## config.mk

```make
export PLATFORM = sky130hd
export DESIGN_NAME = regfile_2r1w_flat
export DESIGN_NICKNAME = d
export VERILOG_FILES = /design/src/rtl/regfile_2r1w_if.sv /design/src/rtl/regfile_2r1w.sv /design/src/flat_wrapper.sv
export SDC_FILE = /design/constraint.sdc
export NUM_CORES = 2
export LEC_CHECK = 0
export CAP_MARGIN = 10
export CELL_PAD_IN_SITES_DETAIL_PLACEMENT = 1
export CELL_PAD_IN_SITES_GLOBAL_PLACEMENT = 2
export CORE_UTILIZATION = 50
export CTS_CLUSTER_DIAMETER = 200
export DETAILED_ROUTE_END_ITERATION = 6
export MAX_ROUTING_LAYER = met4
export PLACE_DENSITY = 0.94
export SLEW_MARGIN = 15
export SYNTH_ARGS = -nofsm -noshare
export SYNTH_HDL_FRONTEND = slang
export SYNTH_SLANG_ARGS = --single-unit
export TNS_END_PERCENT = 5
```

## constraint.sdc

```tcl
create_clock -name clk -period 4.7 [get_ports clk]
set_input_delay 0.705 -clock clk [delete_from_list [all_inputs] [get_ports clk]]
set_output_delay 0.705 -clock clk [all_outputs]
set_load 0.05 [all_outputs]
```

## src/rtl/regfile_2r1w_if.sv

```systemverilog
// rtl/regfile_2r1w_if.sv - read/write port bundle for the 2-read 1-write register file
interface regfile_2r1w_if #(
   parameter int DATA_WIDTH = 32,
   parameter int ADDR_WIDTH = 5
);
   logic [ADDR_WIDTH-1:0] rs1_addr;
   logic [ADDR_WIDTH-1:0] rs2_addr;
   logic [DATA_WIDTH-1:0] rs1_data;
   logic [DATA_WIDTH-1:0] rs2_data;
   logic                  wr_en;
   logic [ADDR_WIDTH-1:0] wr_addr;
   logic [DATA_WIDTH-1:0] wr_data;
   logic                  wr_busy;

   modport master (
      output rs1_addr, rs2_addr, wr_en, wr_addr, wr_data,
      input  rs1_data, rs2_data, wr_busy
   );

   modport slave (
      input  rs1_addr, rs2_addr, wr_en, wr_addr, wr_data,
      output rs1_data, rs2_data, wr_busy
   );
endinterface

```

## src/rtl/regfile_2r1w.sv

```systemverilog
// rtl/regfile_2r1w.sv - 2-read 1-write register file, x0 hardwired to zero, write-first bypass
module regfile_2r1w #(
   parameter int DATA_WIDTH = 32,
   parameter int ADDR_WIDTH = 5
) (
   input logic            clk,
   input logic            rst_n,
   regfile_2r1w_if.slave  rf
);
   localparam int NREG = 2 ** ADDR_WIDTH;

   logic [DATA_WIDTH-1:0] regs [NREG];
   logic                  busy_q;
   logic                  wr_accept;
   logic [DATA_WIDTH-1:0] rs1_q;
   logic [DATA_WIDTH-1:0] rs2_q;

   assign wr_accept = rf.wr_en && (rf.wr_addr != '0);

   // Entry 0 is cleared by reset and never written, so it stays zero.
   always_ff @(posedge clk or negedge rst_n) begin
      if (!rst_n) begin
         regs   <= '{default: '0};
         busy_q <= 1'b0;
      end else begin
         busy_q <= wr_accept;
         if (wr_accept) begin
            regs[rf.wr_addr] <= rf.wr_data;
         end
      end
   end

   // Reads see the in-flight write; bypass is suppressed while in reset.
   always_comb begin
      rs1_q = '0;
      if (rst_n && (rf.rs1_addr != '0)) begin
         rs1_q = (wr_accept && (rf.wr_addr == rf.rs1_addr)) ? rf.wr_data : regs[rf.rs1_addr];
      end
   end

   always_comb begin
      rs2_q = '0;
      if (rst_n && (rf.rs2_addr != '0)) begin
         rs2_q = (wr_accept && (rf.wr_addr == rf.rs2_addr)) ? rf.wr_data : regs[rf.rs2_addr];
      end
   end

   assign rf.rs1_data = rs1_q;
   assign rf.rs2_data = rs2_q;
   assign rf.wr_busy  = busy_q;
endmodule

```

## src/flat_wrapper.sv

```systemverilog
// flat-port wrapper written by rule: the top's interface ports become plain ports
module regfile_2r1w_flat 
#(
   parameter int DATA_WIDTH = 32,
   parameter int ADDR_WIDTH = 5
)
  (clk, rst_n, rf_rs1_addr, rf_rs2_addr, rf_wr_en, rf_wr_addr, rf_wr_data, rf_rs1_data, rf_rs2_data, rf_wr_busy);
  regfile_2r1w_if #(.DATA_WIDTH(DATA_WIDTH), .ADDR_WIDTH(ADDR_WIDTH)) rf_i ();
  input logic clk;
  input logic rst_n;
  input wire logic [$bits(rf_i.rs1_addr)-1:0] rf_rs1_addr;
  input wire logic [$bits(rf_i.rs2_addr)-1:0] rf_rs2_addr;
  input wire logic [$bits(rf_i.wr_en)-1:0] rf_wr_en;
  input wire logic [$bits(rf_i.wr_addr)-1:0] rf_wr_addr;
  input wire logic [$bits(rf_i.wr_data)-1:0] rf_wr_data;
  output wire logic [$bits(rf_i.rs1_data)-1:0] rf_rs1_data;
  output wire logic [$bits(rf_i.rs2_data)-1:0] rf_rs2_data;
  output wire logic [$bits(rf_i.wr_busy)-1:0] rf_wr_busy;
  assign rf_i.rs1_addr = rf_rs1_addr;
  assign rf_i.rs2_addr = rf_rs2_addr;
  assign rf_i.wr_en = rf_wr_en;
  assign rf_i.wr_addr = rf_wr_addr;
  assign rf_i.wr_data = rf_wr_data;
  assign rf_rs1_data = rf_i.rs1_data;
  assign rf_rs2_data = rf_i.rs2_data;
  assign rf_wr_busy = rf_i.wr_busy;
  regfile_2r1w #(.DATA_WIDTH(DATA_WIDTH), .ADDR_WIDTH(ADDR_WIDTH)) u_core (.clk(clk), .rst_n(rst_n), .rf(rf_i));
endmodule
```

==> impl_summary.log <==
[metrics] NetSw: 7.93 mW
[metrics] Total Wirelength: 199000 µm
[metrics] Worst Skew: 0 ns
[metrics] chip height: 334 µm
[metrics] end-of-flow core utilization: 0.572
[metrics] endpoints failing hold: 0
[metrics] syn_area_per_cell: 14.5 µm²
[metrics] number of distinct library cells after synthesis: 47
[metrics] worst hold-check path type: reg -> reg
[metrics] startpoint class of the critical path: primary input
[metrics] Worst setup startpoint: rf_wr_addr[2]
[metrics] end of the worst register-to-register path: u_core.regs[732]
[metrics] final routed wire length divided by cell count: 37.9 µm
[metrics] Worst Path Class, Setup: in -> out
[metrics] fill cell total of the finished layout: 9947
[metrics] vias in the first global route: 42100
[metrics] EDFF count, synth: 0
[metrics] share of total power consumed by net switching: 0.298
[metrics] Least-Margin Pin Slew: 1.26 ns
[metrics] violated checks: negative setup slack
[metrics] depth of the worst hold-timing path: 0
[metrics] initial DRC count: 4864
[metrics] arrival time at the worst endpoint: 4.05 ns
[metrics] result of the run: finished, violations left
[metrics] GRT overflow: 0
[metrics] post-synthesis cell count: 3788
[metrics] share of power burned in registers: 0.449
[metrics] total global routing track utilization: 0.372
[metrics] highest clock rate: 210 MHz
[metrics] total via count after detailed routing: 39000
[metrics] Slew headroom: 0.158
[metrics] FF+latch count, synth: 1025
[metrics] Final period util: 1.01
[metrics] Cell Rows: 121
[metrics] R2R Path Start: u_core.regs[732]
[metrics] length of routed wiring on met1: 75500 µm
[metrics] number of design rule violations left after detail routing: 0
[metrics] detailed-route vias per instance: 7.40
[metrics] endpoints failing setup: 8
[metrics] main flop type after synthesis: dfrtp_1
[metrics] fraction of layout instances using a drive strength above 1: 0.490
[metrics] clock latency reported for the late side of the worst-skew pair: 0.70 ns
[metrics] number of port buffers: 114
[metrics] Synth-to-Final Area Change: 13.3%
[metrics] post-synth design cell area: 55000 µm²
[metrics] synth warn: 0
[metrics] kind of end point of the critical path: output pin
[metrics] area inside the core boundary: 109000 µm²
[metrics] routed length on met3: 20800 µm
[metrics] number of clock sinks seen by CTS: 1025
[metrics] # H-tree levels: 3
[metrics] Clock transition at path regs: 0.07 ns
[metrics] Total Die Area: 111000 µm²
[metrics] leak pwr: 27.1 nW
[metrics] number of buffers added by the clock tree synthesis step: 109
[metrics] Int Pwr: 18.7 mW
[metrics] largest fanout of any net on the critical path: 13
[metrics] min Tclk post-route: 4.76 ns
[metrics] Pwr per Cell Area: 427 nW/µm²
[metrics] First-pass DRT Iterations: 5
[metrics] Fin Hold WS: 0.397 ns
[metrics] async set or reset register ratio after synthesis: 1.00
[metrics] antenna-violating nets left: 0
[metrics] antenna violations before repair: 9
[metrics] fin. max-slew vios: 0
[metrics] number of placed I/O pins: 115
[metrics] estimated wirelength of the detail-placed design: 114000 µm
[metrics] worst endpoint required time: 3.99 ns
[metrics] footprint of the multi-input gates: 27600 µm²
[metrics] proportion of power drawn by combinational gates: 0.222
[metrics] total chip power: 26.6 mW
[metrics] Final Instance Area: 62300 µm²
[metrics] Reg area: 25600 µm²
[metrics] postcts setup bufs: 0
[metrics] register-to-register setup slack: 3.84 ns
[metrics] share of synthesized area occupied by flip-flops and latches: 0.466
[metrics] net count after synthesis: 3838
[metrics] least setup slack across all paths after layout: -0.0570 ns
[metrics] clock tree from TritonCTS: built
[metrics] Setup TNS: -0.181 ns
[metrics] fraction of power consumed by the clock network: 0.330
[metrics] die width: 334 µm
[metrics] top routing layer used: met4
[metrics] clock tree root driver cell: clkbuf_16
[metrics] number of cells on the worst reg-to-reg path: 1
[metrics] maximum vdd ir drop: 0.387 mV
[metrics] number of nets in the final layout: 3806
[metrics] routability congestion estimate: 0.858
[metrics] critical path endpoint: rf_rs2_data[10]
[metrics] wire length of the first global-routing pass: 295000 µm
[metrics] cell area after placement: 58800 µm²
[metrics] starting density of the core: 0.505
[metrics] met2 wire length: 92000 µm
[metrics] CTS Buffer Depth: 3
[metrics] pin count of the biggest net entering global routing: 163
[metrics] Max-Cap Viols: 0
registers in the layout, indices dropped and copies added (netlist names):
| register | count |
|---|---|
| u_core.rf.wr_busy | 1 |
| u_core.regs | 1024 |
cells in the final DEF, fill, tap and decap left out, types with 4 or more instances in the layout:
| master | count |
|---|---|
| a32o_1 | 32 |
| a211o_1 | 5 |
| nand2_2 | 12 |
| clkbuf_16 | 112 |
| a221oi_1 | 66 |
| diode_2 | 7 |
| a221o_1 | 49 |
| xnor2_1 | 7 |
| clkdlybuf4s50_1 | 40 |
| nor2_1 | 36 |
| buf_4 | 152 |
| clkinv_2 | 21 |
| clkinvlp_4 | 4 |
| nor2_4 | 15 |
| mux2_2 | 1015 |
| o21ai_0 | 15 |
| a21oi_1 | 20 |
| buf_8 | 5 |
| clkbuf_1 | 27 |
| clkbuf_8 | 25 |
| mux4_2 | 387 |
| o22ai_1 | 30 |
| nand3b_1 | 5 |
| mux2i_1 | 289 |
| nand2_1 | 53 |
| buf_12 | 102 |
| o221ai_1 | 31 |
| dfrtp_1 | 1025 |
| nor2b_4 | 4 |
| a22oi_1 | 61 |
| nor2b_1 | 33 |
| bufinv_16 | 4 |
| o21ai_1 | 23 |
| a211oi_1 | 88 |
how the worst min path moves through the flow:
stage / startpoint / to / slack [ns]
final: u_core.regs[1004] / u_core.regs[1004] / 0.40
after global routing: u_core.regs[1014] / u_core.regs[1014] / 0.41
after CTS: u_core.regs[1012] / u_core.regs[1012] / 0.40
after detailed placement: u_core.regs[1004] / u_core.regs[1004] / 0.38
after global placement: u_core.regs[1023] / u_core.regs[1023] / 0.38
after floorplan: rst_n / u_core.regs[0] / 0.41
what timing repair did:
item / CTS / global route
gates resized for setup: 0 / 1
hold buffers: 1 / 0
setup endpoints to repair: 0 / 1
hold endpoints to repair: 25 / 0
critical path, stage by stage:
cell and delay (ns):
clkdlybuf4s50_1 0.69, nor3_4 0.56, a21bo_2 0.29, o311ai_4 0.13, buf_4 0.27, a211oi_1 0.96, a221o_1 0.29, buf_12 0.15
layer usage:
metal | vias up | track usage
li1 | 14700 | -
met1 | 21000 | 0.475
met2 | 2591 | 0.556
met3 | 699 | 0.0947
met4 | 0 | 0.180
met5 | - | -
final cells by class:
class                   count  area share
repair buffers            302      0.0592
multi-input cells        2315       0.443
flip-flops and latches   1025       0.411
inverters                   3    0.000181
well taps                1414      0.0284
clock buffers             164      0.0521
clock inverters            35     0.00506
diodes                      7    0.000281
kinds of logic after synthesis:
group | count (synthesis) | share of synthesized area
compound gates | 427 | 0.0611
simple gates | 187 | 0.0167
flops | 1025 | 0.466
xor+xnor | 9 | 0.00143
mux | 1692 | 0.419
buf+inv | 448 | 0.0355
cell usage after synthesis, drive strengths merged, types with 49 or more instances:
master	instances	area, µm²
mux2i	289	2890
a221o	49	490
buf	220	1100
nand2	68	255
a211oi	89	668
nor2	51	191
mux4	387	8720
a22oi	61	458
clkbuf	225	845
dfrtp	1025	25600
mux2	1016	11400
a221oi	66	578
power groups by stage:
stage          logic (mW)  registers (mW)  clock network [mW]
2_1_floorplan        4.10            11.4                   0
3_3_place_gp         5.46            11.7                   0
3_5_place_dp         5.74            11.9                   0
4_1_cts              5.86            11.9                8.83
5_1_grt              6.18            12.1                9.15
6_report             5.90            12.0                8.78
metrics by stage:
stage,setup WS [ns],instances
finish,-0.0570,5265
global route,-0.0160,5265
CTS,0.0645,5258
detailed placement,0.115,5058
global placement,0.223,5058
floorplan,1.36,3788
No activity file was read; power rests on OpenSTA's default activity.
==> RTL edit (config.mk and constraints unchanged) <==
`DATA_WIDTH` is set to 32 in 3 places; all go to 28.
--- a/src/rtl/regfile_2r1w_if.sv
+++ b/src/rtl/regfile_2r1w_if.sv
@@ -1,6 +1,6 @@
 // rtl/regfile_2r1w_if.sv - read/write port bundle for the 2-read 1-write register file
 interface regfile_2r1w_if #(
-   parameter int DATA_WIDTH = 32,
+   parameter int DATA_WIDTH = 28,
    parameter int ADDR_WIDTH = 5
 );
    logic [ADDR_WIDTH-1:0] rs1_addr;
--- a/src/rtl/regfile_2r1w.sv
+++ b/src/rtl/regfile_2r1w.sv
@@ -1,6 +1,6 @@
 // rtl/regfile_2r1w.sv - 2-read 1-write register file, x0 hardwired to zero, write-first bypass
 module regfile_2r1w #(
-   parameter int DATA_WIDTH = 32,
+   parameter int DATA_WIDTH = 28,
    parameter int ADDR_WIDTH = 5
 ) (
    input logic            clk,
--- a/src/flat_wrapper.sv
+++ b/src/flat_wrapper.sv
@@ -1,7 +1,7 @@
 // flat-port wrapper written by rule: the top's interface ports become plain ports
 module regfile_2r1w_flat 
 #(
-   parameter int DATA_WIDTH = 32,
+   parameter int DATA_WIDTH = 28,
    parameter int ADDR_WIDTH = 5
 )
   (clk, rst_n, rf_rs1_addr, rf_rs2_addr, rf_wr_en, rf_wr_addr, rf_wr_data, rf_rs1_data, rf_rs2_data, rf_wr_busy);
Ports: changed (resized rf_rs1_data, rf_rs2_data and rf_wr_data); port bits go from 115 to 103. No check against the original RTL was run, so the function may have changed too.
==> RTL edit against the original RTL <==
Total power down 12%; wire length down 16%; synthesized cell count down 11%; final area down 13%; utilization down 0.45 points; maximum frequency up 9.6%; clock power down 9.1%; final cell count down 11%; synthesized area down 12%; sequential cell count down 128; setup slack better by 0.42 ns; sequential share of layout area up 0.25 points.
==> RTL edit: results (changes against the original RTL) <==
qor: timing.timing.max_slew.rel_slack 18.2% [+2.3 points]
qor: worst_setup_path.critical_path.max_fanout 58 [+45]
qor: place.gpl.final_weighted_congestion 0.878 [+2.2%]
qor: power.net-switching-power 6.94 mW [-13%]
qor: cells_and_area.layout.clock_buffers 144 [-12%]
qor: cells_and_area.layout.comb_gates.multi_input 2100 [-9.3%]
qor: place.dp.cells 4507 [-11%]
qor: detailed_routing.dr_wl_met3 13.1 mm [-37%]
qor: cells_and_area.seq-cell-share 41.4% [+0.25 points]
qor: place.io_buffers 102 [-11%]
qor: timing.fin_hold_ws 0.393 ns [-0.00355 ns]
qor: worst_setup_path.timing.critical_path.from rf_rs2_addr[1]
qor: clock_network.cts-buffers-inserted 98 [-10%]
qor: cells_and_area.post_layout_nonfiller_instances 4688 [-11%]
qor: place.place.detailed.hpwl 98.5 mm [-14%]
qor: power.power.total 23.4 mW [-12%]
qor: cells_and_area.inv_count 4 [+1]
qor: grt.grt_first_pass_wirelength 254 mm [-14%]
qor: cells_and_area.clock_cell_area_share 6.09% [+0.37 points]
qor: power.irDropWorstVdd 0.287 mV [-26%]
qor: power.p_comb_share 21.2% [-1.0 points]
qor: detailed_routing.viasPerCell 7.19 [-2.9%]
qor: place.cell_area_after_placement 50900 um2 [-13%]
qor: timing.fmaxAchievable 0.230 GHz [+9.6%]
qor: outcome.outcome finished clean
qor: worst_hold_path.worstHoldStart u_core.regs[878]
qor: detailed_routing.route.layer.met1.wl 62.3 mm [-18%]
qor: yosys.synth-seq-cells 897 [-12%]
qor: yosys.synthTopCellsByArea sky130_fd_sc_hd__dfrtp_1 46%, sky130_fd_sc_hd__mux2_2 20%, sky130_fd_sc_hd__mux4_2 14%, sky130_fd_sc_hd__mux2i_1 6.4%, sky130_fd_sc_hd__a221oi_1 2.5%
qor: place.place_worst_setup_slack 0.499 ns [+0.385 ns]
qor: detailed_routing.drt_iter0_drc 3486 [-28%]
qor: cells_and_area.largest_register_ff_count 896 [-13%]
qor: power.clock_net_power 7.98 mW [-9.1%]
qor: yosys.post_synth.cell_area_avg 14.4 um2 [-1.0%]
qor: cells_and_area.final.fill_count 8932 [-10%]
qor: grt.track_usage 35.8% [-1.4 points]
qor: grt.antenna_violations_before_repair 3 [-6]
qor: yosys.synth_top_cells_by_count 897 x sky130_fd_sc_hd__dfrtp_1, 865 x sky130_fd_sc_hd__mux2_2, 308 x sky130_fd_sc_hd__mux2i_1, 308 x sky130_fd_sc_hd__mux4_2, 204 x sky130_fd_sc_hd__clkbuf_1
qor: grt.maximum_number_of_pins_on_one_net_before_global_route_repair 205 [+26%]
qor: cells_and_area.antenna_cells 0 [-7]
qor: yosys.synth.yosys.seq_area_share 46.3% [-0.37 points]
-- RTL edit: changes by cell type after synthesis, moves of 30 or more --
cell                       before  now
sky130_fd_sc_hd__a211oi_1      89   56
sky130_fd_sc_hd__a21oi_1       21   56
sky130_fd_sc_hd__a221oi_1      66  140
sky130_fd_sc_hd__a32o_1        32    0
sky130_fd_sc_hd__buf_1         62   16
sky130_fd_sc_hd__dfrtp_1     1025  897
sky130_fd_sc_hd__mux2_2      1015  865
sky130_fd_sc_hd__mux4_2       387  308
sky130_fd_sc_hd__nor2_1        51    5
sky130_fd_sc_hd__o21bai_1       0   56
sky130_fd_sc_hd__o221ai_1      31    0
sky130_fd_sc_hd__o22ai_1       30    0
-- RTL edit: worst max-delay path, stage by stage --
cell                       delay [ns]
sky130_fd_sc_hd__buf_8           0.51
sky130_fd_sc_hd__nor2b_4         0.63
sky130_fd_sc_hd__buf_4           0.42
sky130_fd_sc_hd__a221oi_1        0.16
sky130_fd_sc_hd__a22oi_1         0.46
sky130_fd_sc_hd__a21oi_1         0.13
sky130_fd_sc_hd__a211o_1         0.37
sky130_fd_sc_hd__buf_12          0.17
-- RTL edit: cells by family (layout without fill, tap and decap cells) --
| group | Yosys count | after routing | share of synthesized area (%) |
|---|---|---|---|
| buffers and inverters | 380 | 426 | 3.53 |
| AND/OR/NAND/NOR | 126 | 126 | 1.57 |
| XOR/XNOR | 10 | 10 | 0.180 |
| multiplexers | 1484 | 1484 | 40.8 |
| flip-flops | 897 | 897 | 46.3 |
| AO/OA/AOI/OAI | 480 | 480 | 7.68 |
-- RTL edit: metal layers --
metal	vias to the layer above	track usage, %
met5	-	-
met1	18110	42.4
met2	1856	56.1
met4	0	22.7
li1	13100	-
met3	621	7.36
